File: src/rtl/serial_add_pkg.sv
// Shared types and sizing helpers for the bit-serial adder sequencer.
// Optional subtract mode is enabled by defining SERIAL_ADD_SUB_EN.
package serial_add_pkg;

  typedef enum logic [1:0] {
    IDLE  = 2'b00,
    SHIFT = 2'b01,
    DONE  = 2'b10
  } sa_state_t;

  localparam int SA_MIN_WIDTH = 2;
  localparam int SA_MAX_WIDTH = 32;

  // Counter must reach WIDTH-1, so $clog2(WIDTH) bits suffice.
  function automatic int cnt_width(input int width);
    return (width < SA_MIN_WIDTH) ? 1 : $clog2(width);
  endfunction

endpackage

File: src/rtl/serial_fa_bit.sv
// One-bit full adder with its carry flop; the flop can be cleared,
// preloaded with a carry-in, or advanced by one serial step.
module serial_fa_bit (
  input  logic clk,
  input  logic clr,
  input  logic load,
  input  logic en,
  input  logic cin,
  input  logic a,
  input  logic b,
  output logic s,
  output logic carry
);

  logic carry_next;

  assign s          = a ^ b ^ carry;
  assign carry_next = (a & b) | (a & carry) | (b & carry);

  always_ff @(posedge clk) begin
    if (clr) begin
      carry <= 1'b0;
    end else if (load) begin
      carry <= cin;
    end else if (en) begin
      carry <= carry_next;
    end
  end

endmodule

File: src/rtl/serial_add_seq.sv
// Sequencer wrapping a bit-serial adder: loads parallel operands on start,
// shifts LSB-first for WIDTH cycles, then pulses done. Macro: SERIAL_ADD_SUB_EN.
import serial_add_pkg::*;

module serial_add_seq #(
  parameter int WIDTH = 4
) (
  input  logic             clk,
  input  logic             rst,
  input  logic             start,
  input  logic [WIDTH-1:0] a,
  input  logic [WIDTH-1:0] b,
`ifdef SERIAL_ADD_SUB_EN
  input  logic             sub,
`endif
  output logic             busy,
  output logic             done,
  output logic [WIDTH-1:0] sum,
  output logic             cout
);

  localparam int CW = cnt_width(WIDTH);
  localparam logic [CW-1:0] LAST_CNT = CW'(WIDTH - 1);

  sa_state_t        state;
  sa_state_t        next_state;
  logic [WIDTH-1:0] a_sr;
  logic [WIDTH-1:0] b_sr;
  logic [WIDTH-1:0] sum_sr;
  logic [CW-1:0]    cnt;
  logic             accept;
  logic             shifting;
  logic             last;
  logic             fa_s;
  logic             carry;
  logic [WIDTH-1:0] b_load;
  logic             carry_load;

`ifdef SERIAL_ADD_SUB_EN
  // Subtraction is A + ~B + 1, so invert B and seed the carry with 1.
  assign b_load     = sub ? ~b : b;
  assign carry_load = sub;
`else
  assign b_load     = b;
  assign carry_load = 1'b0;
`endif

  assign last     = (cnt == LAST_CNT);
  assign shifting = (state == SHIFT);

  always_ff @(posedge clk) begin
    if (rst) begin
      state <= IDLE;
    end else begin
      state <= next_state;
    end
  end

  // Start is only honoured in IDLE or DONE; the 2'b11 encoding falls back to IDLE.
  always_comb begin
    next_state = IDLE;
    accept     = 1'b0;
    busy       = 1'b0;
    done       = 1'b0;
    case (state)
      IDLE: begin
        accept     = start;
        next_state = start ? SHIFT : IDLE;
      end
      SHIFT: begin
        busy       = 1'b1;
        next_state = last ? DONE : SHIFT;
      end
      DONE: begin
        busy       = 1'b1;
        done       = 1'b1;
        accept     = start;
        next_state = start ? SHIFT : IDLE;
      end
      default: begin
        next_state = IDLE;
      end
    endcase
  end

  always_ff @(posedge clk) begin
    if (rst) begin
      a_sr   <= '0;
      b_sr   <= '0;
      sum_sr <= '0;
      cnt    <= '0;
    end else if (accept) begin
      a_sr   <= a;
      b_sr   <= b_load;
      sum_sr <= '0;
      cnt    <= '0;
    end else if (shifting) begin
      a_sr   <= {1'b0, a_sr[WIDTH-1:1]};
      b_sr   <= {1'b0, b_sr[WIDTH-1:1]};
      sum_sr <= {fa_s, sum_sr[WIDTH-1:1]};
      cnt    <= cnt + CW'(1);
    end
  end

  serial_fa_bit u_fa (
    .clk   (clk),
    .clr   (rst),
    .load  (accept),
    .en    (shifting),
    .cin   (carry_load),
    .a     (a_sr[0]),
    .b     (b_sr[0]),
    .s     (fa_s),
    .carry (carry)
  );

  assign sum  = sum_sr;
  assign cout = carry;

endmodule

File: config.mk
export PLATFORM = sky130hd
export DESIGN_NAME = serial_add_seq
export DESIGN_NICKNAME = d
export VERILOG_FILES = /design/src/rtl/serial_add_pkg.sv /design/src/rtl/serial_fa_bit.sv /design/src/rtl/serial_add_seq.sv
export SDC_FILE = /design/constraint.sdc
export NUM_CORES = 1
export LEC_CHECK = 0
export CORE_MARGIN = 5
export CORE_UTILIZATION = 30
export CTS_CLUSTER_DIAMETER = 30
export DETAILED_ROUTE_END_ITERATION = 10
export GPL_ROUTABILITY_DRIVEN = 0
export PLACE_DENSITY = 0.5
export SETUP_SLACK_MARGIN = 0.02
export SLEW_MARGIN = 20
export SYNTH_ARGS = -nofsm -noshare
export SYNTH_HDL_FRONTEND = slang
export SYNTH_SLANG_ARGS = --single-unit
export TNS_END_PERCENT = 50
File: constraint.sdc
create_clock -name clk -period 2.65 [get_ports clk]
set_input_delay 0.3975 -clock clk [delete_from_list [all_inputs] [get_ports clk]]
set_output_delay 0.3975 -clock clk [all_outputs]
set_load 0.005 [all_outputs]
* Word-level counts from Yosys, hierarchy flattened
Index checks and enable logic that the tools add are counted.
** Storage, ports and cells
- Register bits :: 17
- Latch bits :: 0
- Bits in writable memories :: 0
- Bits in read-only memories :: 0
- Input bits :: 11
- Output and inout bits :: 7
- Word-level logic and storage cells :: 32
- Memories :: 0
** Cells by class
- Add/sub/neg operators :: 1
- $mul :: 0
- Divide/modulo/power cells :: 0
- Magnitude comparators :: 0
- Equal/unequal tests :: 3
- Shift-type cells :: 0
- Muxes and demuxes :: 10
- Bitwise logic cells :: 7
- Reductions and logical operators :: 5
** Operators by type and width (number)
- 4-bit 2-to-1 mux :: 4
- 2-bit OR reduction :: 3
- 2-bit equality test (second input constant) :: 2
- 1-bit 2-to-1 mux :: 4
- 2-bit one-hot mux with 2 select lines :: 1
- 1-bit bitwise AND :: 3
- 2-bit by 1-bit adder with 2-bit output (second input constant) :: 1
- 2-bit by 1-bit equality test with 1-bit output (second input constant) :: 1
- 2-bit zero test :: 1
- 2-bit 2-to-1 mux :: 1
- 1-bit OR :: 2
- 2-bit nonzero test :: 1
- 1-bit XOR :: 2

* Depth between registers and ports, before layout
- Depth after elaboration :: 4
- Depth in mapped cells :: 6
- Depth with buffers taken out :: 4

* Modules after synthesis
Synthesis repeated with hierarchy kept, for this count alone.
** Unflattened totals
- Cells, all modules :: 78
- Area total of the unflattened synthesis :: 842.1 µm²
** Modules (own cells, without submodules)
- serial_add_seq :: instances 1, cells each 72, area each 769.5 µm², seq. area each 320.3 µm²
- serial_fa_bit :: instances 1, cells each 6, area each 72.6 µm², seq. area each 20.0 µm²

* Least setup slack after synthesis
Ideal clock, no wire load.
- Path kind :: reg-to-reg
- From :: reg state[0]
- To :: reg a_sr[0]
- Setup time :: 0.095 ns
- Arrival :: 1.192 ns
- Required time :: 2.555 ns
- Path slack :: 1.363 ns
- Cell stages (with the launch flop) :: 6
- Path buffers :: 1
- Period minus slack after synthesis :: 1.287 ns
- Path through :: dfxtp_1 inv_1 ha_1 or2_0 clkbuf_1 a221oi_1
** On the way
- Cells in the longest elaborated chain, start to end :: 4
- Elaborated cells on any way between the ends :: 7
- Classes of those cells :: eq/ne: 2; mux: 2; reduce/logical: 3
** RTL lines
- start, declared :: RTL line serial_add_seq.sv:25 : sa_state_t state;
- start signal, assigned :: RTL line serial_add_seq.sv:55 : state <= next_state;
- 2-bit equality test or 2-bit zero test (tied branches) :: RTL line serial_add_seq.sv:65 : case (state)
- 2-bit OR reduction (no source line)
- 1-bit 2-to-1 mux :: RTL line serial_add_seq.sv:65
- 4-bit 2-to-1 mux or 2-bit nonzero test (tied branches)
- end signal, assigned :: RTL line serial_add_seq.sv:98 : a_sr <= {1'b0, a_sr[WIDTH-1:1]};
- end, declared :: RTL line serial_add_seq.sv:27 : logic [WIDTH-1:0] a_sr;
Several ways; a longest one is shown, not always the timed one.
A chain may end at the register's enable or synchronous reset.

* Worst setup path in the final report
- From :: reg state[0]
- To :: out busy
** On the way
- Cells in the longest elaborated chain, start to end :: 3
- Elaborated cells on any way between the ends :: 4
- Classes of those cells :: eq/ne: 2; mux: 1; reduce/logical: 1
** RTL lines
- 2-bit by 1-bit equality test with 1-bit output or 2-bit equality test (tied branches) :: RTL line serial_add_seq.sv:65
- 2-bit OR reduction (no source line) *
- 1-bit 2-to-1 mux * :: RTL line serial_add_seq.sv:65
- end, declared :: RTL line serial_add_seq.sv:16 : output logic busy,
Mark *: on every way between the ends. The rest lies on a longest branch, timed or not.

==> results.toml <==
[timing]
fin_crit_sh = 0.717
relSlewSlack = 0.449
hold_viol_final = 0
tightest_slew_ps = 827
tns_ps = 0
grt_setup_unrepaired = "no"
period_minus_slack_ps = 1900
layout_setup_ws_ps = 749
finalSetupViolations = 0
hold-worst-slack_ps = 538
fmax_ghz = 0.526
final_max_slew_viol_count = 0
fin_worst_skew_ps = 3.55

[clock_tree]
cts_sinks = 17
clockBufferDepth = 2
cts_resized = 0
clk_pin_slew_ps = 100
h-tree-depth = 1
hold_buffers = 0
cts_made_buffers = 3
cts_tree = "yes"
cts_setup_buffers = 0
cts-root-buf = "clkbuf_4"
clock_latency_ps = 280

[logic_synthesis]
ys.flop_type = "dfxtp_1"
ys_ff_latch = 17
netlist.area_leader.share = 0.412
syn_avg_cell_area_um2 = 10.9
synth_area_um2 = 826
async_reset_ff_frac = 0
synth_most_common_cell = "dfxtp_1"
synth-edff-count = 0
ys.warnings.count = 0
seq_area_frac_synth = 0.412
syn_inst = 76
synth_top_area_cell = "dfxtp_1"
synth_area_leaders = "dfxtp_1 (41%), mux2i_1 (17%), ha_1 (7.6%)"
synth_commonest_cells = "dfxtp_1 (17), mux2i_1 (14), nor3_1 (8)"
synth_cell_types = 22
syn_nets = 93

[setup_path]
crit-reg2reg-capture = "state[0]"
cp-start-kind = "flip-flop"
end_kind = "primary output"
criticalPathCategory = "reg2out"
crit_family = "buffers and inverters"
worstPathCellList = "inv_1 > ha_1 > clkdlybuf4s50_1"
critPathMaxStageDelay_ps = 500
reg2regPathDepth = 4
reg2reg_slack_ps = 940
worstPathRequired_ps = 2250
arrival_ps = 1500
path_max_fanout = 3
timing.rr.start = "state[1]"
worst-path-buf-inv = 2
cp_slowest_cell = "clkdlybuf4s50_1"

[worst_hold_path]
holdPathStages = 2
hold_end = "cnt[1]"
hp-class = "reg2reg"
min-delay-start = "cnt[1]"

[final_layout]
drive_gt1_frac = 0.0440
diodes = 0
finalNetCount = 109
fin_area_mm2 = 0.00101
fin_util = 0.377
syn2layout_area_growth_pct = 22.7

[die]
die_w_um = 62.5
core_mm2 = 0.00269
rows = 19
fp.dieH_um = 62.5
dieArea_mm2 = 0.00390
ios = 18
start_util = 0.307

[power_and_ir_drop]
ir_worst_vdd_mv = 0.258
power.clock.fraction = 0.275
power.switching_w = 0.000127
p_comb_frac = 0.166
power_frac_seq = 0.559
p_per_area_mw_per_mm2 = 492
leakagePower_nw = 0.375
p_sw_frac = 0.254
p_int_w = 0.000372

[placed_design]
numPortBuffers = 17
placed_cell_area_um2 = 986
pre_cts_slack_ps = 839

[global_route]
grt_overflow_total = 0
grt_pass1_vias = 609
grt_usage = 0.0801
grt_max_degree = 20
grt_pass1_wl_um = 2620
antenna_found_initial = 0

[detailed_routing]
postRouteAntennaNets = 0
drt_first_pass_iters = 3
drcViolationCount = 0
dr.first_iter.drc_count = 11
vias = 582
wl_um = 1460
detail_route.vias_per_cell = 4.77
wl_per_cell_um = 12.0

[status]
status = "finished, final reports clean"

[flow_run]
drv_cap = 0
## metal layers
| layer | vias to the layer above | part of all wire | global-route usage |
|---|---|---|---|
| met4 | 0 | 0.012 | 0.0318 |
| met5 | - | 0 | 0 |
| met3 | 2 | 0.045 | 0.0270 |
| li1 | 304 | - | - |
| met1 | 262 | 0.53 | 0.107 |
| met2 | 14 | 0.41 | 0.118 |
## logic make-up after synthesis
kind of cell	after synthesis	synth area share
compound gates	9	0.0879
buf+inv	8	0.0682
mux	14	0.170
xor+xnor	1	0.0106
fa+ha+maj	6	0.100
flops	17	0.412
simple gates	21	0.152
## sequential cells by signal, indices dropped and copies added (netlist names)
register,flops
state,2
b_sr,4
sum,4
u_fa.carry,1
a_sr,4
cnt,2
## power by group through the flow
| stage | sequential, W | combinational [W] | clock [W] |
|---|---|---|---|
| floorplan | 0.000282 | 0.0000636 | 0 |
| global placement | 0.000284 | 0.0000835 | 0 |
| detailed placement | 0.000284 | 0.0000842 | 0 |
| CTS | 0.000279 | 0.0000845 | 0.000144 |
| global route | 0.000280 | 0.0000918 | 0.000159 |
| finish | 0.000278 | 0.0000829 | 0.000137 |
## cell type report
type	count	area [um^2]
Fill cell	280	1670
Multi-Input combinational cell	51	429
Sequential cell	17	340
Timing Repair Buffer	17	170
Tap cell	31	38.8
Clock buffer	3	22.5
Inverter	2	7.51
Clock inverter	1	5.00
## cells in the final DEF (no fill, tap or decap)
| cell type | instances |
|---|---|
| mux2i_1 | 14 |
| nor3_1 | 8 |
| a221oi_1 | 6 |
| xnor2_1 | 1 |
| or3b_1 | 2 |
| clkdlybuf4s50_1 | 17 |
| o21ai_1 | 1 |
| clkinv_2 | 1 |
| nand2_1 | 1 |
| ha_1 | 5 |
| clkbuf_4 | 3 |
| or2b_1 | 1 |
| inv_1 | 2 |
| dfxtp_1 | 17 |
| nand2b_1 | 2 |
| a211oi_1 | 1 |
| or2_0 | 1 |
| o21a_1 | 1 |
| nor2b_1 | 6 |
| fa_1 | 1 |
## worst min-delay path, cell delays in order (launching register included)
cell and delay [ps]:
dfxtp_1 330, mux2i_1 120, nor3_1 50
## metrics by stage
stage,total power (W),std cells
floorplan,0.000346,76
global placement,0.000368,118
detailed placement,0.000368,118
CTS,0.000507,122
global route,0.000531,122
finish,0.000498,122
## how the worst max path moves through the flow
stage / start / end / depth (start not counted)
floorplan: state[0] / a_sr[0] / 5
global placement: rst / a_sr[3] / 3
detailed placement: rst / b_sr[3] / 3
CTS: state[0] / busy / 3
global route: state[0] / busy / 3
finish: state[0] / busy / 3
Note: power is estimated with default switching activity, not from simulation.
